### config.mk
export PLATFORM = sky130hd
export DESIGN_NAME = rtc_bus_ctrl_flat
export DESIGN_NICKNAME = d
export VERILOG_FILES = /design/src/rtl/rtc_pkg.sv /design/src/rtl/rtc_bus_ctrl_if.sv /design/src/rtl/rtc_phase_timer.sv /design/src/rtl/rtc_bus_ctrl.sv /design/src/flat_wrapper.sv
export SDC_FILE = /design/constraint.sdc
export NUM_CORES = 1
export LEC_CHECK = 0
export ABC_AREA = 0
export ABC_CLOCK_PERIOD_IN_PS = 4300
export BUFFER_PORTS_ARGS = -buffer_cell sky130_fd_sc_hd__buf_2
export CORE_MARGIN = 1.5
export CORE_UTILIZATION = 57
export CTS_CLUSTER_DIAMETER = 40
export DETAILED_ROUTE_END_ITERATION = 12
export GPL_TIMING_DRIVEN = 0
export PLACE_DENSITY_LB_ADDON = 0.15
export SLEW_MARGIN = 20
export SYNTH_ARGS = -nofsm -noshare
export SYNTH_HDL_FRONTEND = slang
export SYNTH_SLANG_ARGS = --single-unit
### constraint.sdc
create_clock -name clk -period 4.3 [get_ports clk]
set_input_delay 0.43 -clock clk [delete_from_list [all_inputs] [get_ports clk]]
set_output_delay 0.43 -clock clk [all_outputs]
set_load 0.05 [all_outputs]
### src/rtl/rtc_pkg.sv
// Shared RTC definitions: bus FSM states,
// register addresses and default cycle timing.
package rtc_pkg;

  typedef enum logic [2:0] {
    ST_IDLE,
    ST_A_SETUP,
    ST_A_STROBE,
    ST_A_HOLD,
    ST_D_SETUP,
    ST_D_STROBE,
    ST_D_HOLD,
    ST_GAP
  } rtc_state_e;

  localparam logic [7:0] RTC_ADDR_SEC  = 8'h21;
  localparam logic [7:0] RTC_ADDR_MIN  = 8'h22;
  localparam logic [7:0] RTC_ADDR_HOUR = 8'h23;

  localparam int T_SETUP_DEF = 2;
  localparam int T_PULSE_DEF = 8;
  localparam int T_HOLD_DEF  = 2;
  localparam int T_GAP_DEF   = 4;

  function automatic int max4(
    input int a,
    input int b,
    input int c,
    input int d
  );
    int m;
    m = a;
    if (b > m) m = b;
    if (c > m) m = c;
    if (d > m) m = d;
    return m;
  endfunction

endpackage

### src/rtl/rtc_bus_ctrl_if.sv
// Request side and RTC pad side of the bus
// engine, bundled for the requester and engine.
interface rtc_bus_ctrl_if;

  logic       start;
  logic       RW;
  logic [7:0] addr;
  logic [7:0] wdata;
  logic       busy;
  logic       done;
  logic [7:0] rdata;
  logic [7:0] ad_in;
  logic [7:0] ad_out;
  logic       ad_oe;
  logic       cs_n;
  logic       wr_n;
  logic       rd_n;
  logic       a_d;

  modport master (
    output start, RW, addr, wdata, ad_in,
    input  busy, done, rdata,
    input  ad_out, ad_oe, cs_n,
    input  wr_n, rd_n, a_d
  );

  modport slave (
    input  start, RW, addr, wdata, ad_in,
    output busy, done, rdata,
    output ad_out, ad_oe, cs_n,
    output wr_n, rd_n, a_d
  );

endinterface

### src/rtl/rtc_phase_timer.sv
// Loadable down-counter timing each bus phase;
// expire is high on the last cycle of the phase.
module rtc_phase_timer #(
  parameter int W = 4
) (
  input  logic         clk,
  input  logic         rst_n,
  input  logic         i_load,
  input  logic [W-1:0] i_val,
  output logic         o_expire
);

  logic [W-1:0] r_cnt;

  // load on phase entry, then count to zero and stay
  always_ff @(posedge clk or negedge rst_n) begin
    if (!rst_n) begin
      r_cnt <= '0;
    end else if (i_load) begin
      r_cnt <= i_val;
    end else if (r_cnt != '0) begin
      r_cnt <= r_cnt - 1'b1;
    end
  end

  assign o_expire = (r_cnt == '0);

endmodule

### src/rtl/rtc_bus_ctrl.sv
// Two-phase (address, then data) bus cycle
// engine for the external RTC mux bus.
module rtc_bus_ctrl
  import rtc_pkg::*;
#(
  parameter int T_SETUP = T_SETUP_DEF,
  parameter int T_PULSE = T_PULSE_DEF,
  parameter int T_HOLD  = T_HOLD_DEF,
  parameter int T_GAP   = T_GAP_DEF
) (
  input  logic           clk,
  input  logic           Reset_n,
  rtc_bus_ctrl_if.slave  bus
);

  localparam int TMAX =
    max4(T_SETUP, T_PULSE, T_HOLD, T_GAP);
  localparam int CW = $clog2(TMAX + 1);

  localparam logic [CW-1:0] LD_SETUP =
    CW'(T_SETUP - 1);
  localparam logic [CW-1:0] LD_PULSE =
    CW'(T_PULSE - 1);
  localparam logic [CW-1:0] LD_HOLD =
    CW'(T_HOLD - 1);
  localparam logic [CW-1:0] LD_GAP =
    CW'(T_GAP - 1);

  rtc_state_e r_state;
  rtc_state_e w_next;

  logic          w_load;
  logic [CW-1:0] w_val;
  logic          w_expire;
  logic          w_accept;
  logic          r_entered;

  logic       r_rw;
  logic [7:0] r_addr;
  logic [7:0] r_wdata;
  logic [7:0] r_cap;

  logic       w_aph;
  logic       w_dph;
  logic       w_cs_n;
  logic       w_wr_n;
  logic       w_rd_n;
  logic       w_a_d;
  logic       w_ad_oe;
  logic [7:0] w_ad_out;
  logic       w_busy;
  logic       w_done;

  logic       r_cs_n;
  logic       r_wr_n;
  logic       r_rd_n;
  logic       r_a_d;
  logic       r_ad_oe;
  logic [7:0] r_ad_out;
  logic       r_busy;
  logic       r_done;
  logic [7:0] r_rdata;

  rtc_phase_timer #(
    .W (CW)
  ) u_timer (
    .clk      (clk),
    .rst_n    (Reset_n),
    .i_load   (w_load),
    .i_val    (w_val),
    .o_expire (w_expire)
  );

  // state register
  always_ff @(posedge clk or negedge Reset_n) begin
    if (!Reset_n) begin
      r_state   <= ST_IDLE;
      r_entered <= 1'b0;
    end else begin
      r_state   <= w_next;
      r_entered <= w_load;
    end
  end

  // next state and phase timer reload
  always_comb begin
    w_next   = r_state;
    w_load   = 1'b0;
    w_val    = '0;
    w_accept = 1'b0;
    unique case (r_state)
      ST_IDLE: begin
        if (bus.start) begin
          w_accept = 1'b1;
          w_next   = ST_A_SETUP;
          w_load   = 1'b1;
          w_val    = LD_SETUP;
        end
      end
      ST_A_SETUP: begin
        if (w_expire) begin
          w_next = ST_A_STROBE;
          w_load = 1'b1;
          w_val  = LD_PULSE;
        end
      end
      ST_A_STROBE: begin
        if (w_expire) begin
          w_next = ST_A_HOLD;
          w_load = 1'b1;
          w_val  = LD_HOLD;
        end
      end
      ST_A_HOLD: begin
        if (w_expire) begin
          w_next = ST_D_SETUP;
          w_load = 1'b1;
          w_val  = LD_SETUP;
        end
      end
      ST_D_SETUP: begin
        if (w_expire) begin
          w_next = ST_D_STROBE;
          w_load = 1'b1;
          w_val  = LD_PULSE;
        end
      end
      ST_D_STROBE: begin
        if (w_expire) begin
          w_next = ST_D_HOLD;
          w_load = 1'b1;
          w_val  = LD_HOLD;
        end
      end
      ST_D_HOLD: begin
        if (w_expire) begin
          w_next = ST_GAP;
          w_load = 1'b1;
          w_val  = LD_GAP;
        end
      end
      ST_GAP: begin
        if (w_expire) begin
          // a held start restarts right after the gap
          if (bus.start) begin
            w_accept = 1'b1;
            w_next   = ST_A_SETUP;
            w_load   = 1'b1;
            w_val    = LD_SETUP;
          end else begin
            w_next = ST_IDLE;
          end
        end
      end
      default: begin
        w_next = ST_IDLE;
      end
    endcase
  end

  // operands latched only when a request is taken
  always_ff @(posedge clk or negedge Reset_n) begin
    if (!Reset_n) begin
      r_rw    <= 1'b0;
      r_addr  <= '0;
      r_wdata <= '0;
    end else if (w_accept) begin
      r_rw    <= bus.RW;
      r_addr  <= bus.addr;
      r_wdata <= bus.wdata;
    end
  end

  assign w_aph = (r_state == ST_A_SETUP)
              || (r_state == ST_A_STROBE)
              || (r_state == ST_A_HOLD);
  assign w_dph = (r_state == ST_D_SETUP)
              || (r_state == ST_D_STROBE)
              || (r_state == ST_D_HOLD);

  // pin levels decoded from the current state
  always_comb begin
    w_cs_n   = 1'b1;
    w_wr_n   = 1'b1;
    w_rd_n   = 1'b1;
    w_a_d    = 1'b0;
    w_ad_oe  = 1'b0;
    w_ad_out = '0;
    unique case (1'b1)
      w_aph: begin
        w_cs_n   = 1'b0;
        w_ad_oe  = 1'b1;
        w_ad_out = r_addr;
        w_wr_n   = (r_state != ST_A_STROBE);
      end
      w_dph: begin
        w_cs_n = 1'b0;
        w_a_d  = 1'b1;
        if (r_rw) begin
          w_rd_n = (r_state != ST_D_STROBE);
        end else begin
          w_ad_oe  = 1'b1;
          w_ad_out = r_wdata;
          w_wr_n   = (r_state != ST_D_STROBE);
        end
      end
      default: begin
        w_cs_n = 1'b1;
      end
    endcase
  end

  assign w_busy = (r_state != ST_IDLE);
  assign w_done = (r_state == ST_GAP)
               && r_entered;

  // registered pins, status and read data
  always_ff @(posedge clk or negedge Reset_n) begin
    if (!Reset_n) begin
      r_cs_n   <= 1'b1;
      r_wr_n   <= 1'b1;
      r_rd_n   <= 1'b1;
      r_a_d    <= 1'b0;
      r_ad_oe  <= 1'b0;
      r_ad_out <= '0;
      r_busy   <= 1'b0;
      r_done   <= 1'b0;
      r_rdata  <= '0;
    end else begin
      r_cs_n   <= w_cs_n;
      r_wr_n   <= w_wr_n;
      r_rd_n   <= w_rd_n;
      r_a_d    <= w_a_d;
      r_ad_oe  <= w_ad_oe;
      r_ad_out <= w_ad_out;
      r_busy   <= w_busy;
      r_done   <= w_done;
      if (w_done && r_rw) begin
        r_rdata <= r_cap;
      end
    end
  end

  // sample the pad while rd_n is still low
  always_ff @(posedge clk or negedge Reset_n) begin
    if (!Reset_n) begin
      r_cap <= '0;
    end else if ((r_state == ST_D_HOLD)
                 && r_entered && r_rw) begin
      r_cap <= bus.ad_in;
    end
  end

  assign bus.cs_n   = r_cs_n;
  assign bus.wr_n   = r_wr_n;
  assign bus.rd_n   = r_rd_n;
  assign bus.a_d    = r_a_d;
  assign bus.ad_oe  = r_ad_oe;
  assign bus.ad_out = r_ad_out;
  assign bus.busy   = r_busy;
  assign bus.done   = r_done;
  assign bus.rdata  = r_rdata;

endmodule

### src/flat_wrapper.sv
// flat-port wrapper written by rule: the top's interface ports become plain ports
module rtc_bus_ctrl_flat import rtc_pkg::*;
#(
  parameter int T_SETUP = T_SETUP_DEF,
  parameter int T_PULSE = T_PULSE_DEF,
  parameter int T_HOLD  = T_HOLD_DEF,
  parameter int T_GAP   = T_GAP_DEF
)
  (clk, Reset_n, bus_start, bus_RW, bus_addr, bus_wdata, bus_ad_in, bus_busy, bus_done, bus_rdata, bus_ad_out, bus_ad_oe, bus_cs_n, bus_wr_n, bus_rd_n, bus_a_d);
  rtc_bus_ctrl_if bus_i ();
  input  logic clk;
  input  logic Reset_n;
  input wire logic [$bits(bus_i.start)-1:0] bus_start;
  input wire logic [$bits(bus_i.RW)-1:0] bus_RW;
  input wire logic [$bits(bus_i.addr)-1:0] bus_addr;
  input wire logic [$bits(bus_i.wdata)-1:0] bus_wdata;
  input wire logic [$bits(bus_i.ad_in)-1:0] bus_ad_in;
  output wire logic [$bits(bus_i.busy)-1:0] bus_busy;
  output wire logic [$bits(bus_i.done)-1:0] bus_done;
  output wire logic [$bits(bus_i.rdata)-1:0] bus_rdata;
  output wire logic [$bits(bus_i.ad_out)-1:0] bus_ad_out;
  output wire logic [$bits(bus_i.ad_oe)-1:0] bus_ad_oe;
  output wire logic [$bits(bus_i.cs_n)-1:0] bus_cs_n;
  output wire logic [$bits(bus_i.wr_n)-1:0] bus_wr_n;
  output wire logic [$bits(bus_i.rd_n)-1:0] bus_rd_n;
  output wire logic [$bits(bus_i.a_d)-1:0] bus_a_d;
  assign bus_i.start = bus_start;
  assign bus_i.RW = bus_RW;
  assign bus_i.addr = bus_addr;
  assign bus_i.wdata = bus_wdata;
  assign bus_i.ad_in = bus_ad_in;
  assign bus_busy = bus_i.busy;
  assign bus_done = bus_i.done;
  assign bus_rdata = bus_i.rdata;
  assign bus_ad_out = bus_i.ad_out;
  assign bus_ad_oe = bus_i.ad_oe;
  assign bus_cs_n = bus_i.cs_n;
  assign bus_wr_n = bus_i.wr_n;
  assign bus_rd_n = bus_i.rd_n;
  assign bus_a_d = bus_i.a_d;
  rtc_bus_ctrl #(.T_SETUP(T_SETUP), .T_PULSE(T_PULSE), .T_HOLD(T_HOLD), .T_GAP(T_GAP)) u_core (.clk(clk), .Reset_n(Reset_n), .bus(bus_i));
endmodule
==> summary.txt, run 1 <==
Status
  • Status: finished, final reports clean

Cells and area
  • Fill count: around 320
  • Final net count: 258
  • Layout area overhead: 17.5%
  • Most common cell after layout, fill and taps aside: dfrtp_1
  • Commonest cells after routing, fill and taps aside: dfrtp_1 (53), buf_2 (51), mux2_2 (23), nand2_1 (12), nor2_1 (11)
  • Antenna cells: 0
  • Share of layout cells above drive strength 1: 0.439

STA
  • Final setup fails: 0
  • Max Clock Skew: 0.00987 ns
  • Final min period: 2.24 ns
  • Slew margin rel.: 0.537
  • RSZ-0062 raised after global routing: false
  • Period utilization: 0.521
  • Max Clk Rate: 446 MHz
  • Worst Max-Slew Pin Slew: ~0.7 ns
  • Final hold violations: 0
  • Setup TNS: 0 ns
  • Worst hold margin: between 0.15 and 0.2 ns
  • Final Max Tran Viols: 0

Synth
  • Syn_nets: around 200
  • Top_reg_cell synth: dfrtp_1
  • Post-Syn Area per Cell: about 14 µm²
  • Async S/R FF share, synth: 1.00
  • Synthesis warning total: 0
  • Sequential share of the synthesized area: 0.604
  • Post-synth EDFFs: 0
  • Syn Inst Count: 172
  • Distinct cell type count after synthesis: 34
  • Post-Syn Area: 0.00233 mm²
  • Seq cells post-synth: 56

Job
  • Max-Cap Viols: 0

Critical path
  • Critical Path Start: u_core.u_timer.r_cnt[0]
  • Max stage delay on crit path: around 0.43 ns
  • Top delay family on crit path: buffers and inverters
  • Most used cell, CP: buf_6
  • Worst Path Buf+Inv: 4
  • Crit Path Max Fanout: 10
  • CP endpoint kind: register
  • CP Class: reg2reg
  • Cells along the critical path: inv_1 > ha_1 > or3b_1 > buf_6 > nor2_4 > a31o_1 > buf_6 > buf_12 > mux2_4
  • Slowest CP cell: dfrtp_1
  • Critical R2R Launch: u_core.u_timer.r_cnt[0]
  • Setup crit start kind: register
  • Worst EP required: 4.49 ns
  • CP arrival: between 2 and 2.5 ns

Power
  • Maximum vdd drop: 0.000510 V
  • Leak Pwr: 1.34 nW
  • Pwr Density: 795 mW/mm²

Floorplan
  • Die area: 0.00447 mm²
  • Starting Density: 0.586
  • Rows: 23
  • Die Span Y: around 67 µm
  • Core area: 0.00397 mm²
  • IO Count: 51
  • Die span in x: 66.9 µm

Placed design
  • PortBufs: 50
  • GPL Wtd Cong: about 0.8
  • HPWL after detailed placement: 3080 µm

Detailed routing
  • WL/cell: 15.2 µm
  • DRT Wirelength: 4260 µm
  • Average via count per standard cell: 5.45
  • Detailed-route via count: 1,525
  • Routed Antenna Nets: 0
  • DRT iter0 DRCs: 74
  • TritonRoute pass-1 iters: 4
  • DRC Markers: 0

Clocking
  • Clock Sinks: 56
  • CTS Buffer Depth: 2
  • TritonCTS Buffers: 5
  • Clk slew on worst S/H paths: about 0.1 ns
  • H-tree depth: 2
  • Post-CTS Resized: 0
  • Root buf cell: clkbuf_8
  • Clock Latency Late Sink: 0.30 ns
  • Post-CTS Setup Bufs: 0
  • CTS tree: built
  • # hold bufs at CTS: 0

Global routing
  • Initial antenna violation count: 0
  • Vias in the first global route: around 1,400
  • First-pass GRT wire length: 6760 µm
  • Tot GR Track Use: 0.206
  • Largest net degree at the start of global routing: 57
  • Grt ovf: 0

Hold path
  • Worst hold-check path type: in2async
==> routing by layer <==
| metal | part of all wire | vias up | global-route usage |
|---|---|---|---|
| met5 | 0 | - | 0 |
| met4 | 0.0042 | 0 | 0.0459 |
| met3 | 0.068 | 2 | 0.0642 |
| met2 | 0.51 | 58 | 0.329 |
| met1 | 0.42 | 745 | 0.277 |
| li1 | - | 720 | - |
==> state kept, by name (all words and copies together) (netlist names), 3 cells and up <==
register              cells
u_core.bus.ad_out         8
u_core.bus.rdata          8
u_core.r_addr             8
u_core.r_cap              8
u_core.r_wdata            8
u_core.u_timer.r_cnt      4
u_core.r_state            3
==> area by class of cell <==
cell class                 count  area, µm²  share of cell area
timing repair buffer          50        253              0.0925
multi-input combinational    103        838               0.307
sequential                    56       1410               0.514
clock buffer                   5       68.8              0.0252
inverter                       4       15.0             0.00549
clock inverter                 3       22.5             0.00824
buffer                         9       67.6              0.0247
tap                           50       62.6              0.0229
==> cell families after synthesis <==
logic type	after synthesis	share of synthesized area
buffers and inverters	13	0.0355
and+or+nand+nor	42	0.0920
AOI/OAI and AO/OA	24	0.0759
muxes	33	0.176
adders and majority gates	1	0.00538
xor gates and xnor gates	3	0.0113
DFF	56	0.604
==> where the power goes <==
| part | switching, mW | total, mW | internal [mW] |
|---|---|---|---|
| logic | 0.631 | 1.03 | 0.397 |
| clock network | 0.163 | 0.280 | 0.117 |
| registers | 0.112 | 0.863 | 0.751 |
==> Yosys cell counts (all sizes together), types with 3 or more instances <==
| master | count | share of area |
|---|---|---|
| nor3b | 3 | 0.012 |
| a21oi | 5 | 0.011 |
| inv | 4 | 0.0065 |
| mux2 | 33 | 0.18 |
| nor2 | 12 | 0.023 |
| clkbuf | 3 | 0.0048 |
| a22o | 8 | 0.030 |
| nor3 | 6 | 0.013 |
| dfrtp | 53 | 0.57 |
| dfstp | 3 | 0.034 |
| buf | 6 | 0.024 |
| or3 | 3 | 0.0081 |
| nand2 | 12 | 0.019 |
==> worst paths after layout <==
check                      depth (start not counted)  slack [ns]                  end
setup / recovery                                   9        2.06    u_core.r_wdata[1]
hold / removal                                     1        0.15     u_core.bus.ad_oe
setup reg to reg                                   9        2.06    u_core.r_wdata[1]
hold reg to reg                                    1        0.51  u_core.bus.rdata[6]
max in group asynchronous                          1        3.71    u_core.r_state[2]
min in group clk                                   2        0.35      u_core.r_cap[7]
==> per-stage QoR <==
step                utilization  setup slack, ns  instance area [µm²]  total power, mW  instances
floorplan                     -             2.25                 2330             1.66        172
global placement          0.664             2.14                 2640             1.85        272
detailed placement        0.665             2.08                 2640             1.90        272
CTS                       0.688             2.04                 2730             2.19        280
global route              0.688             1.95                 2730             2.31        280
finish                    0.688             2.06                 2730             2.17        280
No activity file was read; power rests on OpenSTA's default activity.
==> run 2, diff against run 1 <==
ABC_CLOCK_PERIOD_IN_PS = 1900   (was 4300)
CORE_UTILIZATION = 48   (was 57)
clock period = 1.9 ns   (was 4.3 ns; I/O delays follow)
==> summary.txt, run 2 (synthesized netlist as in run 1, its figures left out) <==
Critical path
  • CP arrival: 2.24 ns (was 2.43 ns)
  • Most used cell, CP: buf_12 (was buf_6)
  • Cells along the critical path: inv_2 > ha_4 > or3b_4 > nor2_4 > a31o_1 > buf_6 > buf_12 > buf_12 > mux2_4 (was inv_1 > ha_1 > or3b_1 > buf_6 > nor2_4 > a31o_1 > buf_6 > buf_12 > mux2_4)
  • Slowest CP cell: dfrtp_1 (unchanged)
  • Worst r2r dst: u_core.r_addr[7] (was u_core.r_wdata[1])
  • Worst Path Buf+Inv: 4 (unchanged)
  • Setup crit start kind: register (unchanged)
  • Critical R2R Launch: u_core.u_timer.r_cnt[0] (unchanged)
  • Max stage delay on crit path: 0.41 ns (was 0.43 ns)
  • Top delay family on crit path: simple AND/OR/NAND/NOR gates (was buffers and inverters)
  • CP endpoint kind: register (unchanged)
  • Worst EP required: 2.10 ns (was 4.49 ns)
  • Crit Path Max Fanout: 5 (was 10)
  • Worst reg-to-reg setup slack: -0.13 ns (was 2.06 ns)
  • Worst r2r path cells: 9 (unchanged)
  • CP Class: reg2reg (unchanged)

Detailed routing
  • Routed Antenna Nets: 0 (unchanged)
  • DRC Markers: 0 (unchanged)
  • TritonRoute pass-1 iters: 4 (unchanged)
  • Detailed-route via count: 1,590 (was 1,525)
  • Average via count per standard cell: 5.21 (was 5.45)
  • WL/cell: 14.3 µm (was 15.2 µm)
  • DRT Wirelength: 4370 µm (was 4260 µm)
  • DRT iter0 DRCs: 116 (was 74)

Cells and area
  • Fill count: 376 (was 316)
  • Reg area: 0.00141 mm² (unchanged)
  • Share of layout cells above drive strength 1: 0.514 (was 0.439)
  • Most common cell after layout, fill and taps aside: dfrtp_1 (unchanged)
  • Post-route insts no fill: 305 (was 280)
  • Antenna cells: 0 (unchanged)
  • Multi-input logic area: 886 µm² (was 838 µm²)
  • Commonest cells after routing, fill and taps aside: dfrtp_1 (53), buf_2 (51), mux2_2 (22), buf_4 (18) (was dfrtp_1 (53), buf_2 (51), mux2_2 (23), nand2_1 (12), nor2_1 (11))
  • Layout area overhead: 28.1% (was 17.5%)
  • Final net count: 279 (was 258)

STA
  • Final min period: 2.03 ns (was 2.24 ns)
  • Setup ws final: -0.133 ns (was 2.06 ns)
  • Max Clock Skew: 0.00504 ns (was 0.00987 ns)
  • Final setup fails: 18 (was 0)
  • RSZ-0062 raised after global routing: true (was false)
  • Final hold violations: 0 (unchanged)
  • Max Clk Rate: 492 MHz (was 446 MHz)
  • Period utilization: 1.07 (was 0.521)
  • Worst Max-Slew Pin Slew: 0.688 ns (was 0.692 ns)
  • Slew margin rel.: 0.540 (was 0.537)
  • Final Max Tran Viols: 0 (unchanged)

Clocking
  • CTS tree: built (unchanged)
  • TritonCTS Buffers: 5 (unchanged)
  • Root buf cell: clkbuf_8 (unchanged)
  • Clk slew on worst S/H paths: 0.10 ns (about the same)
  • Clock Latency Late Sink: 0.31 ns (was 0.30 ns)
  • CTS Buffer Depth: 2 (unchanged)
  • Clock Sinks: 56 (unchanged)
  • H-tree depth: 2 (unchanged)

Global routing
  • GRT met3 Usage: 0.0525 (was 0.0642)
  • First-pass GRT wire length: 7110 µm (was 6760 µm)
  • Tot GR Track Use: 0.178 (was 0.206)
  • Vias in the first global route: 1,519 (was 1,405)
  • Grt ovf: 0 (unchanged)
  • GR peak layer: met2 (unchanged)
  • Grt met2 use: 0.272 (was 0.329)
  • M1 GR Usage: 0.239 (was 0.277)
  • Initial antenna violation count: 0 (unchanged)
  • Largest net degree at the start of global routing: 57 (unchanged)

Floorplan
  • Starting Density: 0.496 (was 0.586)
  • IO Count: 51 (unchanged)
  • Rows: 25 (was 23)
  • Die span in x: 72.6 µm (was 66.9 µm)
  • Core area: 0.00469 mm² (was 0.00397 mm²)
  • Die Span Y: 72.6 µm (was 66.9 µm)
  • Die area: 0.00527 mm² (was 0.00447 mm²)

Job
  • Max-Cap Viols: 0 (unchanged)

Power
  • Reg power frac: 0.361 (was 0.397)
  • Power Internal: 3.19 mW (was 1.26 mW)
  • Tot Pwr: 5.35 mW (was 2.17 mW)
  • Sw Pwr: 2.16 mW (was 0.907 mW)
  • Power share of the combinational group: 0.519 (was 0.473)
  • Pwr Density: 1800 mW/mm² (was 795 mW/mm²)
  • Clock power share: 0.120 (was 0.129)
  • Leak Pwr: 1.46 nW (was 1.34 nW)
  • Maximum vdd drop: 0.000818 V (was 0.000510 V)
  • Sw Share: 0.404 (was 0.417)

Hold path
  • Hold path endpoint: u_core.r_wdata[6]
  • Hold depth: 2
  • Hold wc startpoint: bus_wdata[6]
  • Worst hold-check path type: in2reg (was in2async)

Placed design
  • HPWL after detailed placement: 2640 µm (was 3080 µm)
  • Placed insts: 276 (was 272)
  • GPL Wtd Cong: 0.818 (was 0.802)
  • Place WS: -0.264 ns (was 2.08 ns)
  • PortBufs: 50 (unchanged)

Status
  • Status: finished, violations left (was finished, final reports clean)
  • Violated checks: negative setup slack
==> run 2: changes by cell type in the layout (fill, tap and decap cells not counted), sizes merged <==
cell / previous run / this run
buf: 56 / 76
clkbuf: 8 / 9
clkinv: 2 / 1
clkinvlp: 0 / 1
dlygate4sd3: 0 / 1
inv: 5 / 4
==> run 2: worst max-delay path by stage <==
stage | from | end | slack (ns) | depth (start not counted)
floorplan | u_core.u_timer.r_cnt[0] | u_core.r_addr[6] | -0.14 | 9
global placement | u_core.u_timer.r_cnt[0] | u_core.r_wdata[7] | -0.28 | 9
detailed placement | u_core.u_timer.r_cnt[0] | u_core.r_wdata[7] | -0.26 | 9
CTS | u_core.u_timer.r_cnt[0] | u_core.r_wdata[7] | -0.18 | 10
global route | u_core.u_timer.r_cnt[0] | u_core.r_wdata[7] | -0.21 | 9
finish | u_core.u_timer.r_cnt[0] | u_core.r_addr[7] | -0.13 | 9
==> run 2: stage by stage <==
stage	area [µm²]	TNS [ns]	utilization	hold WS, ns
finish	2980	-1.49	0.635	0.0990
global route	2980	-3.26	0.635	0.0808
CTS	2930	-2.51	0.623	0.0925
detailed placement	2650	-3.71	0.565	0.283
global placement	2650	-3.97	0.564	0.421
floorplan	2330	-1.70	-	-0.106
==> run 2: cell type report <==
class	instances	share of cell area
flip-flops and latches	56	0.472
plain buffers	8	0.0189
clock buffers	6	0.0244
inverters	4	0.00504
well taps	54	0.0227
clock inverters	2	0.00546
multi-input cells	103	0.297
repair buffers	72	0.155
==> run 2: power by group through the flow <==
stage,logic [mW],clock network [mW],registers [mW]
after floorplan,1.25,0,2.50
after global routing,2.99,0.719,1.99
after global placement,2.29,0,1.95
after CTS,2.64,0.661,1.92
after detailed placement,2.30,0,1.95
final,2.78,0.644,1.93
==> run 2: routing by layer <==
layer	part of all wire	vias to the layer above
met2	0.45	67
met5	0	-
met4	0.021	0
li1	-	761
met3	0.062	11
met1	0.47	751
==> run 2: what timing repair did <==
item,CTS,global route
gates cloned,1,0
hold buffers,1,0
endpoints found under the setup margin,20,29
setup buffers,17,4
gates resized for setup,3,13
pin swaps,2,4
endpoints found under the hold margin,53,0
